$ cat config.mk
export PLATFORM = sky130hd
export DESIGN_NAME = phase_seq_monitor
export DESIGN_NICKNAME = d
export VERILOG_FILES = /design/src/rtl/phase_seq_monitor.sv
export SDC_FILE = /design/constraint.sdc
export NUM_CORES = 1
export LEC_CHECK = 0
export CORE_MARGIN = 2
export CORE_UTILIZATION = 40
export CTS_BUF_LIST = sky130_fd_sc_hd__clkbuf_16
export DETAILED_ROUTE_END_ITERATION = 8
export PLACE_DENSITY_LB_ADDON = 0.3
export SLEW_MARGIN = 25
export SYNTH_ARGS = -nofsm -noshare
export SYNTH_HDL_FRONTEND = slang
export SYNTH_SLANG_ARGS = --single-unit
$ cat constraint.sdc
create_clock -name CLK -period 2.8 [get_ports CLK]
set_clock_uncertainty 0.1 [all_clocks]
set_input_delay 0.56 -clock CLK [delete_from_list [all_inputs] [get_ports CLK]]
set_output_delay 0.56 -clock CLK [all_outputs]
set_load 0.1 [all_outputs]
$ cat src/rtl/phase_seq_monitor.sv
// Checks the FT->DC->EX->WB rotation of the four-phase clock-enable bus from clk_gen,
// locks after LOCK_COUNT clean rotations, and counts instruction cycles and sequencing errors.
module phase_seq_monitor #(
  parameter int LOCK_COUNT = 2,
  parameter int MAX_HOLD   = 4,
  parameter int CNT_W      = 16
) (
  input  logic             CLK,
  input  logic             RESET,
  input  logic             CLK_FT,
  input  logic             CLK_DC,
  input  logic             CLK_EX,
  input  logic             CLK_WB,
  input  logic             CLEAR,
  output logic             LOCKED,
  output logic             PHASE_ERR,
  output logic [1:0]       CUR_PHASE,
  output logic [CNT_W-1:0] INST_CNT,
  output logic [7:0]       ERR_CNT
);

  localparam int HOLD_W = $clog2(MAX_HOLD + 1);
  localparam int GOOD_W = $clog2(LOCK_COUNT + 1);

  typedef enum logic [1:0] {
    S_HUNT    = 2'd0,
    S_ACQUIRE = 2'd1,
    S_LOCKED  = 2'd2
  } state_t;

  state_t             r_state;
  logic [3:0]         r_prev_vec;
  logic [HOLD_W-1:0]  r_hold_cnt;
  logic [GOOD_W-1:0]  r_good_cnt;
  logic               r_locked;
  logic               r_phase_err;
  logic [1:0]         r_cur_phase;
  logic [CNT_W-1:0]   r_inst_cnt;
  logic [7:0]         r_err_cnt;

  logic [3:0] w_vec;
  logic [3:0] w_rotl;
  logic       w_onehot;
  logic       w_hold;
  logic       w_adv;
  logic       w_skip;
  logic       w_overhold;
  logic       w_err;
  logic       w_wrap;
  logic [1:0] w_enc;

  assign w_vec    = {CLK_WB, CLK_EX, CLK_DC, CLK_FT};
  assign w_rotl   = {r_prev_vec[2:0], r_prev_vec[3]};
  assign w_onehot = (w_vec != 4'd0) && ((w_vec & (w_vec - 4'd1)) == 4'd0);
  assign w_hold   = w_onehot && (w_vec == r_prev_vec);
  assign w_adv    = w_onehot && (w_vec == w_rotl);
  assign w_skip   = w_onehot && !w_hold && !w_adv;
  // hold_cnt counts repeats after the first sample, so MAX_HOLD-1 repeats already seen
  // means this sample is the (MAX_HOLD+1)th identical one.
  assign w_overhold = w_hold && (r_hold_cnt >= HOLD_W'(MAX_HOLD - 1));
  assign w_err    = !w_onehot || w_overhold || w_skip;
  assign w_wrap   = w_adv && (w_vec == 4'b0001);

  always_comb begin
    w_enc = 2'd0;
    case (w_vec)
      4'b0010: w_enc = 2'd1;
      4'b0100: w_enc = 2'd2;
      4'b1000: w_enc = 2'd3;
      default: w_enc = 2'd0;
    endcase
  end

  always_ff @(posedge CLK) begin
    if (RESET) begin
      r_state     <= S_HUNT;
      r_prev_vec  <= 4'd0;
      r_hold_cnt  <= '0;
      r_good_cnt  <= '0;
      r_locked    <= 1'b0;
      r_phase_err <= 1'b0;
      r_cur_phase <= 2'd0;
      r_inst_cnt  <= '0;
      r_err_cnt   <= 8'd0;
    end else begin
      r_prev_vec  <= w_vec;
      r_phase_err <= 1'b0;
      if (w_onehot) begin
        r_cur_phase <= w_enc;
      end

      if (w_hold) begin
        if (r_hold_cnt != HOLD_W'(MAX_HOLD)) begin
          r_hold_cnt <= r_hold_cnt + HOLD_W'(1);
        end
      end else begin
        r_hold_cnt <= '0;
      end

      case (r_state)
        S_HUNT: begin
          if (w_vec == 4'b0001) begin
            r_state    <= S_ACQUIRE;
            r_good_cnt <= '0;
            r_hold_cnt <= '0;
          end
        end
        S_ACQUIRE: begin
          if (w_err) begin
            r_state <= S_HUNT;
          end else if (w_wrap) begin
            if (r_good_cnt == GOOD_W'(LOCK_COUNT - 1)) begin
              r_state  <= S_LOCKED;
              r_locked <= 1'b1;
            end else begin
              r_good_cnt <= r_good_cnt + GOOD_W'(1);
            end
          end
        end
        S_LOCKED: begin
          if (w_err) begin
            r_state     <= S_HUNT;
            r_locked    <= 1'b0;
            r_phase_err <= 1'b1;
            if (r_err_cnt != 8'd255) begin
              r_err_cnt <= r_err_cnt + 8'd1;
            end
          end else if (w_wrap) begin
            r_inst_cnt <= r_inst_cnt + CNT_W'(1);
          end
        end
        default: begin
          r_state  <= S_HUNT;
          r_locked <= 1'b0;
        end
      endcase

      // Placed last so a coincident increment is discarded.
      if (CLEAR) begin
        r_inst_cnt <= '0;
        r_err_cnt  <= 8'd0;
      end
    end
  end

  assign LOCKED    = r_locked;
  assign PHASE_ERR = r_phase_err;
  assign CUR_PHASE = r_cur_phase;
  assign INST_CNT  = r_inst_cnt;
  assign ERR_CNT   = r_err_cnt;

endmodule

### Word-level counts from Yosys, hierarchy flattened

Index checks and enable logic that the tools add are counted.
W data, S select, Z words.

* bits of input ports: 7
* flip-flop bits (word level): 39
* memories: 0
* latch bits: 0
* bits in read-only memories: 0
* bits in writable memories: 0

* eq/ne operators: 19
* shift operators: 0
* bitwise operators: 4
* $lt $le $gt $ge: 1
* add/subtract/negate cells: 5
* $mul: 0
* mux-type cells: 22
* reduce and logical (&&, ||, !) cells: 23
* div/mod/pow operators: 0

Operator list (number)
* $mux W2: 9
* $add A16 B1 Y16 const B: 1
* $mux W3: 4
* $ne A2 B2 Y1 const B: 6
* $pmux W2 S3: 2
* $reduce_and A5 Y1: 2
* $ne A3 B3 Y1 const B: 3
* $add A8 B1 Y8 const B: 1
* $eq A4 B4 Y1: 2
* $ne A8 B8 Y1 const B: 1
* $logic_and A1 B1 Y1: 7
* $reduce_and A3 Y1: 2
* $mux W1: 5
* $and A4 B4 Y4: 1
* $eq A2 B1 Y1 const B: 2
* $eq A4 B1 Y1 const B: 1
* $eq A4 B2 Y1 const B: 1
* $eq A4 B3 Y1 const B: 1
* $eq A4 B4 Y1 const B: 1
* $logic_not A4 Y1: 1
* $pmux W2 S2: 1
* $reduce_and A4 Y1: 1
* $reduce_bool A4 Y1: 1
* $reduce_or A2 Y1: 2
* 11 further kinds: 16

### Logic depth before layout (Yosys ltp)

Gate-level depths: netlist of run 1.

* depth in word-level cells: 11
* depth in mapped cells: 9
* gate-level depth less buffers: 8

### Least setup slack after synthesis of run 1

Ideal clock, no wire load.

* path type: input-to-reg
* from: input CLK_EX
* to: register r_inst_cnt[15], in the netlist INST_CNT[15]
* buffers on the path: 1
* cell stages on the path: 7
* data arrival time: 2.457 ns
* path slack: 0.173 ns
* data required time: 2.630 ns
* setup time: 0.070 ns
* cells stage by stage: buf_4 or4b_4 nand2b_4 nor4_4 nand4_4 or4_1 a21oi_1

* word-level cells in the longest chain between the ends: 11
* elaborated cells on any way between the ends: 21

Ends and longest elaborated chain
* from (decl): line 12 `input logic CLK_EX,`
* $sub A4 B1 Y4: line 54 `assign w_onehot = (w_vec != 4'd0) && ((w_vec & (w_vec - 4'd1)) == 4'd0);`
* $and A4 B4 Y4: line 54
* $logic_not A4 Y1: line 54
* $logic_and A1 B1 Y1: line 54
* $logic_and A1 B1 Y1: line 55 `assign w_hold = w_onehot && (w_vec == r_prev_vec);`
* $logic_not A1 Y1: line 57 `assign w_skip = w_onehot && !w_hold && !w_adv;`
* $logic_and A1 B1 Y1 (2 in series): line 57
* $logic_or A1 B1 Y1: line 61 `assign w_err = !w_onehot || w_overhold || w_skip;`
* $not A1 Y1 (no line)
* $reduce_and A3 Y1 (no line) *
* to (signal assigned): line 129 `r_inst_cnt <= r_inst_cnt + CNT_W'(1);`
* to (decl): line 38 `logic [CNT_W-1:0] r_inst_cnt;`

Every way passes the cells marked *; elsewhere a longest branch is shown, timed or not.
A chain may end at the register's enable or synchronous reset.

### Worst setup path in the final report of run 1

* from: input CLK_WB
* to: register r_inst_cnt[15], in the netlist INST_CNT[15]

* word-level cells in the longest chain between the ends: 11
* elaborated cells on any way between the ends: 21

Ends and longest elaborated chain
* from (decl): line 13 `input logic CLK_WB,`
* $sub A4 B1 Y4: line 54
* $and A4 B4 Y4: line 54
* $logic_not A4 Y1: line 54
* $logic_and A1 B1 Y1: line 54
* $logic_and A1 B1 Y1: line 55
* $logic_not A1 Y1: line 57
* $logic_and A1 B1 Y1 (2 in series): line 57
* $logic_or A1 B1 Y1: line 61
* $not A1 Y1 (no line)
* $reduce_and A3 Y1 (no line) *

Marks and branches as above.

==> results of run 1 <==
-- final timing paths --
kind            startpoint            end  slack (ns)  cells past startpoint
max reg2reg  r_prev_vec[1]   INST_CNT[15]        0.76                      6
max                 CLK_WB   INST_CNT[15]        0.11                      7
min reg2reg  r_good_cnt[1]  r_good_cnt[1]        0.35                      2
min          r_good_cnt[1]  r_good_cnt[1]        0.35                      2
-- synth_stat cells, drive strengths merged, types with 2 or more instances --
| master | n | area share, % |
|---|---|---|
| nor2 | 18 | 3.4 |
| nor4 | 2 | 1.4 |
| nor3 | 6 | 1.5 |
| nor2b | 3 | 0.95 |
| clkbuf | 6 | 1.1 |
| dfxtp | 39 | 40 |
| a21oi | 22 | 5.6 |
| o21ai | 21 | 5.3 |
| nand4 | 6 | 2.7 |
| or2 | 2 | 0.64 |
| or3 | 12 | 3.8 |
| and2 | 5 | 1.6 |
| buf | 4 | 1.6 |
| ha | 6 | 3.8 |
| o31ai | 6 | 2.3 |
| nand3 | 7 | 2.0 |
| nand2 | 15 | 2.9 |
| mux2i | 2 | 1.0 |
| a31oi | 3 | 0.95 |
| nand2b | 3 | 1.3 |
| xnor2 | 8 | 3.6 |
| and3 | 5 | 1.6 |
| or4 | 5 | 1.9 |
| xor2 | 8 | 3.6 |
| inv | 13 | 2.5 |
-- repair_timing --
item,CTS,global route
endpoints found under the hold margin,0,0
endpoints found under the setup margin,0,4
resized for setup,0,1
setup buffers,0,0
-- routing by layer --
| metal | wire, µm | part of all wire, % |
|---|---|---|
| met4 | 59 | 1.4 |
| met5 | 0 | 0 |
| met2 | 1960 | 48 |
| met1 | 1900 | 46 |
| met3 | 169 | 4.1 |
-- per-stage QoR --
stage                     setup TNS (ns)  std cells
after floorplan                        0        234
after global placement             -1.43        340
after detailed placement           -1.88        340
after CTS                              0        348
after global routing                   0        348
final                                  0        348
-- area by class of cell --
cell class              instances  area, µm²
multi-input cells             172       1080
fillers                       466       2200
clock buffers                   5        125
flip-flops and latches         39        781
well taps                      67       83.8
inverters                      13       48.8
repair buffers                 49        383
clock inverters                 3       15.0
-- power by group through the flow --
stage	clock network, W	registers, W	logic (W)
2_1_floorplan	0	0.000598	0.0000477
3_5_place_dp	0	0.000579	0.0000992
3_3_place_gp	0	0.000579	0.0000985
6_report	0.000545	0.000567	0.0000989
5_1_grt	0.000588	0.000568	0.000107
4_1_cts	0.000566	0.000567	0.0000997
-- critical path: stages --
cell	delay, ns
clkdlybuf4s50_1	0.42
or4b_4	0.55
nand2b_4	0.17
nor4_4	0.34
nand4_4	0.19
or4_1	0.43
a21oi_1	0.14
-- kinds of logic after synthesis --
group | share of synthesized area [%]
and+or+nand+nor | 27.2
buffers and inverters | 5.22
xor gates and xnor gates | 7.12
adders and majority gates | 3.82
AOI/OAI and AO/OA | 15.9
muxes | 1.02
DFF | 39.7
-- state kept, by name (all words and copies together) (netlist names) --
name / cells
CUR_PHASE: 2
r_prev_vec: 4
PHASE_ERR: 1
INST_CNT: 16
ERR_CNT: 8
r_good_cnt: 2
LOCKED: 1
r_state: 2
r_hold_cnt: 3
==> flow_summary.json, run 1 <==
{
  "path_clk_slew_ns": 0.06,
  "core_area_mm2": 0.00472,
  "routed_wirelength_um": 4090,
  "crit_path_end_kind": "flip-flop",
  "cts.sinks": 39,
  "ys_seq_area_share_pct": 39.7,
  "maxSlewHeadroom_pct": 68.6,
  "required_ns": 2.91,
  "ant_nets": 0,
  "synth_area_per_cell_um2": 8.41,
  "finalPower_w": 0.00121,
  "clk_path_buf_depth": 2,
  "clkLatencyLatePin_ns": 0.28,
  "path_max_fanout": 10,
  "grtUsageMet2_pct": 27.0,
  "period_share_pct": 96.1,
  "synth_fp_nets": 247,
  "cts_made_buffers": 5,
  "avgRoutedWirePerCell_um": 11.8,
  "antenna_found_initial": 0,
  "hold_slack_ns": 0.349,
  "grt_use_total_pct": 16.2,
  "finalSetupViolCount": 0,
  "mostFrequentLayoutCells": "buf_4 (43), dfxtp_1 (39), a21oi_1 (22), o21ai_0 (21), nor2_1 (18)",
  "final_area_mm2": 0.00252,
  "gp_congestion": 0.796,
  "p_leak_nw": 0.990,
  "fin_nets": 293,
  "port_buffers": 34,
  "ys_seq_elements": 39,
  "start_kind": "input pin",
  "p_sw_w": 0.000284,
  "finalHoldViolCount": 0,
  "die_h_um": 74.1,
  "internal-power_w": 0.000927,
  "drt_iter0_markers": 74,
  "rows": 25,
  "syn_inst": 234,
  "irDropWorstVdd_v": 0.000373,
  "postCtsHoldBufs": 0,
  "synth-edff-count": 0,
  "rsz0062_at_grt": "no",
  "place_ws_ns": -0.179,
  "power_frac_seq_pct": 46.8,
  "grt_max_degree": 25,
  "cap_violations": 0,
  "swShare_pct": 23.5,
  "ys_warn_count": 0,
  "status": "complete, no violations",
  "via_count": 1759,
  "async_flop_share_pct": 0,
  "start_util_pct": 41.6,
  "powerDensity_mw_per_mm2": 480,
  "synth_cell_types": 38,
  "hold_path.class": "flip-flop to flip-flop",
  "drv_slew": 0,
  "top_usage_layer": "met2",
  "tightestPinTransition_ns": 0.471,
  "grt_pass1_vias": 1583,
  "drive_above_1_share_pct": 21.4,
  "h-tree-depth": 2,
  "power_frac_clock_pct": 45.0,
  "area_delta_synth_final_pct": 28.2,
  "min_period_ns": 2.69,
  "max_clock_freq_mhz": 372,
  "die-area_mm2": 0.00549,
  "post-route-util_pct": 53.4,
  "cts_root_buffer": "clkbuf_16",
  "final_common_cell": "buf_4",
  "path_class": "input pin to flip-flop",
  "die_x_um": 74.1,
  "tritoncts": "yes",
  "comb_power_share_pct": 8.2,
  "use_met1_pct": 19.6,
  "dp_hpwl_um": 2940,
  "grt-ovfl-total": 0,
  "setup_ws_ns": 0.109,
  "vias_per_cell": 5.05,
  "drtPass1Iterations": 4,
  "drc": 0,
  "synth_ff_type": "dfxtp_1",
  "grt_pass1_wl_um": 6860,
  "n_antenna_cell": 0,
  "use_met3_pct": 5.28,
  "synth_area_mm2": 0.00197,
  "io_pins": 35,
  "dpl_cell_area_mm2": 0.00238,
  "cp_data_arrival_time_ns": 2.81
}
(Power assumes the default switching activity.)
==> run 2, diff against run 1 <==
GPL_TIMING_DRIVEN = 0   (was default)
TNS_END_PERCENT = 5   (was default)
==> run 2 against run 1 <==
Sequential cell count unchanged. Die area stayed put. Global-route usage down 0.89 points. Hold slack gained 0.0045 ns. Utilization is 0.13 points lower. Non-clock buffer count shrank 9. Total power grew 6.2%. First-iteration DRC count up 4.1%. Sequential power hardly changed. Clock power up 16%. Via count is 2.7% lower. Critical endpoint is now INST_CNT[0].
==> flow_summary.json, run 2 (synthesis gave the netlist of run 1 again) <==
{
  "largest_reg_flops": 16,
  "crit_path_start": "INST_CNT[0]",
  "path_clk_slew_ns": 0.06,
  "start_kind": "flip-flop",
  "cts.sinks": 39,
  "final_common_cell": "dfxtp_1",
  "port_buffers": 30,
  "grt_pass1_vias": 1507,
  "io_pins": 35,
  "crit_end": "INST_CNT[0]",
  "drv_slew": 0,
  "drt_iter0_markers": 77,
  "drtPass1Iterations": 4,
  "tritoncts": "yes",
  "path_class": "flip-flop to primary output",
  "rsz0062_at_grt": "no",
  "path_delay_family": "buffers and inverters",
  "n_antenna_cell": 0,
  "multi_input_area_mm2": 0.00108,
  "cap_violations": 0,
  "start_util_pct": 41.6,
  "cts_made_buffers": 5,
  "die-area_mm2": 0.00549,
  "ant_nets": 0,
  "crit_path_end_kind": "primary output",
  "status": "complete, no violations",
  "avgRoutedWirePerCell_um": 11.8,
  "period_share_pct": 93.1,
  "fillCellCount": 463,
  "reg2regPathDepth": 7,
  "setup_tns_ns": 0,
  "rows": 25,
  "irDropWorstVdd_v": 0.000212,
  "h-tree-depth": 2,
  "r2r_slack_ns": 0.42,
  "p_sw_w": 0.000280,
  "cp_cell_sequence": "clkdlybuf4s50_1",
  "gp_congestion": 0.759,
  "max_clock_freq_mhz": 383,
  "hold_path.class": "flip-flop to flip-flop",
  "required_ns": 2.14,
  "drive_above_1_share_pct": 6.99,
  "antenna_found_initial": 0,
  "grt_use_total_pct": 15.4,
  "grt_pass1_wl_um": 6570,
  "r2r-start": "r_prev_vec[3]",
  "cp.depth": 1,
  "area_delta_synth_final_pct": 27.9,
  "p_leak_nw": 0.877,
  "comb_power_share_pct": 6.8,
  "critPathBufInv": 1,
  "fin_nets": 284,
  "drc": 0,
  "swShare_pct": 21.7,
  "path_max_fanout": 6,
  "power_frac_clock_pct": 49.2,
  "dp_hpwl_um": 2810,
  "finalHoldViolCount": 0,
  "powerDensity_mw_per_mm2": 511,
  "cp_data_arrival_time_ns": 1.95,
  "via_count": 1711,
  "grt_max_degree": 13,
  "die_h_um": 74.1,
  "postCtsHoldBufs": 0,
  "internal-power_w": 0.00101,
  "clkLatencyLatePin_ns": 0.28,
  "layout.area.seq_um2": 781,
  "core_area_mm2": 0.00472,
  "min_period_ns": 2.61,
  "slowest_delay_ns": 1.19,
  "routed_wirelength_um": 4000,
  "die_x_um": 74.1,
  "power_frac_seq_pct": 44.0,
  "cts_resized": 0,
  "hold_slack_ns": 0.354,
  "finalSetupViolCount": 0,
  "r2r-end": "ERR_CNT[1]",
  "mostFrequentLayoutCells": "dfxtp_1 (39), clkdlybuf4s50_1 (30), a21oi_1 (22), o21ai_0 (21), nor2_1 (18)",
  "maxSlewHeadroom_pct": 33.9,
  "cts_root_buffer": "clkbuf_16",
  "vias_per_cell": 5.05,
  "grt-ovfl-total": 0,
  "clk_path_buf_depth": 2,
  "crit_path_top_delay_cell": "clkdlybuf4s50_1",
  "tightestPinTransition_ns": 0.988,
  "postCtsSetupBuffers": 0
}
==> run 2: cell types whose count changed in the layout (fill, tap and decap cells not counted), sizes merged <==
cell,change
clkbuf,+6
clkdlybuf4s50,+24
buf,-39
bufinv,+1
clkinv,-1
==> run 2: worst min-delay path: cells and delay by family (launching register included) <==
family / cells / cell delay [ns]
flops: 1 / 0.30
simple gates: 1 / 0.05
compound gates: 1 / 0.05
==> run 2: power groups by stage <==
stage / combinational [W] / sequential [W] / clock, W
floorplan: 0.0000477 / 0.000598 / 0
global placement: 0.0000860 / 0.000579 / 0
detailed placement: 0.0000873 / 0.000579 / 0
CTS: 0.0000880 / 0.000566 / 0.000649
global route: 0.0000946 / 0.000567 / 0.000664
finish: 0.0000869 / 0.000566 / 0.000633
==> run 2: cell type report <==
| type | instances | share of cell area (%) |
|---|---|---|
| multi-input combinational | 172 | 43.1 |
| sequential | 39 | 31.0 |
| timing repair buffer | 30 | 11.9 |
| clock buffer | 5 | 4.98 |
| tap | 67 | 3.33 |
| buffer | 10 | 2.14 |
| inverter | 13 | 1.94 |
| clock inverter | 3 | 1.54 |
==> run 2: per-stage QoR <==
| stage | cells | power [W] | area, µm² | util, % | worst slack [ns] |
|---|---|---|---|---|---|
| 5_1_grt | 339 | 0.00133 | 2510 | 53.2 | 0.0764 |
| 2_1_floorplan | 234 | 0.000645 | 1970 | - | 0.173 |
| 3_5_place_dp | 331 | 0.000666 | 2350 | 49.8 | 0.0704 |
| 3_3_place_gp | 331 | 0.000665 | 2350 | 49.8 | 0.102 |
| 6_report | 339 | 0.00129 | 2510 | 53.2 | 0.192 |
| 4_1_cts | 339 | 0.00130 | 2510 | 53.2 | 0.180 |
==> run 2: how the worst min path moves through the flow <==
stage,from,end,slack [ns],cells past startpoint
after global routing,r_good_cnt[1],r_good_cnt[1],0.38,2
after global placement,r_good_cnt[1],r_good_cnt[1],0.34,2
after floorplan,r_good_cnt[1],r_good_cnt[1],0.33,2
final,r_good_cnt[1],r_good_cnt[1],0.35,2
after CTS,r_good_cnt[1],r_good_cnt[1],0.36,2
after detailed placement,r_good_cnt[1],r_good_cnt[1],0.35,2
==> run 2: per-layer routing <==
metal / global-route usage [%] / part of all wire [%] / up-vias / wire, µm
met5: 0 / 0 / - / 0
met4: 5.66 / 0.98 / 0 / 39
met3: 3.66 / 3.6 / 4 / 145
met2: 25.3 / 48 / 27 / 1910
met1: 19.5 / 48 / 781 / 1900
li1: - / - / 899 / -
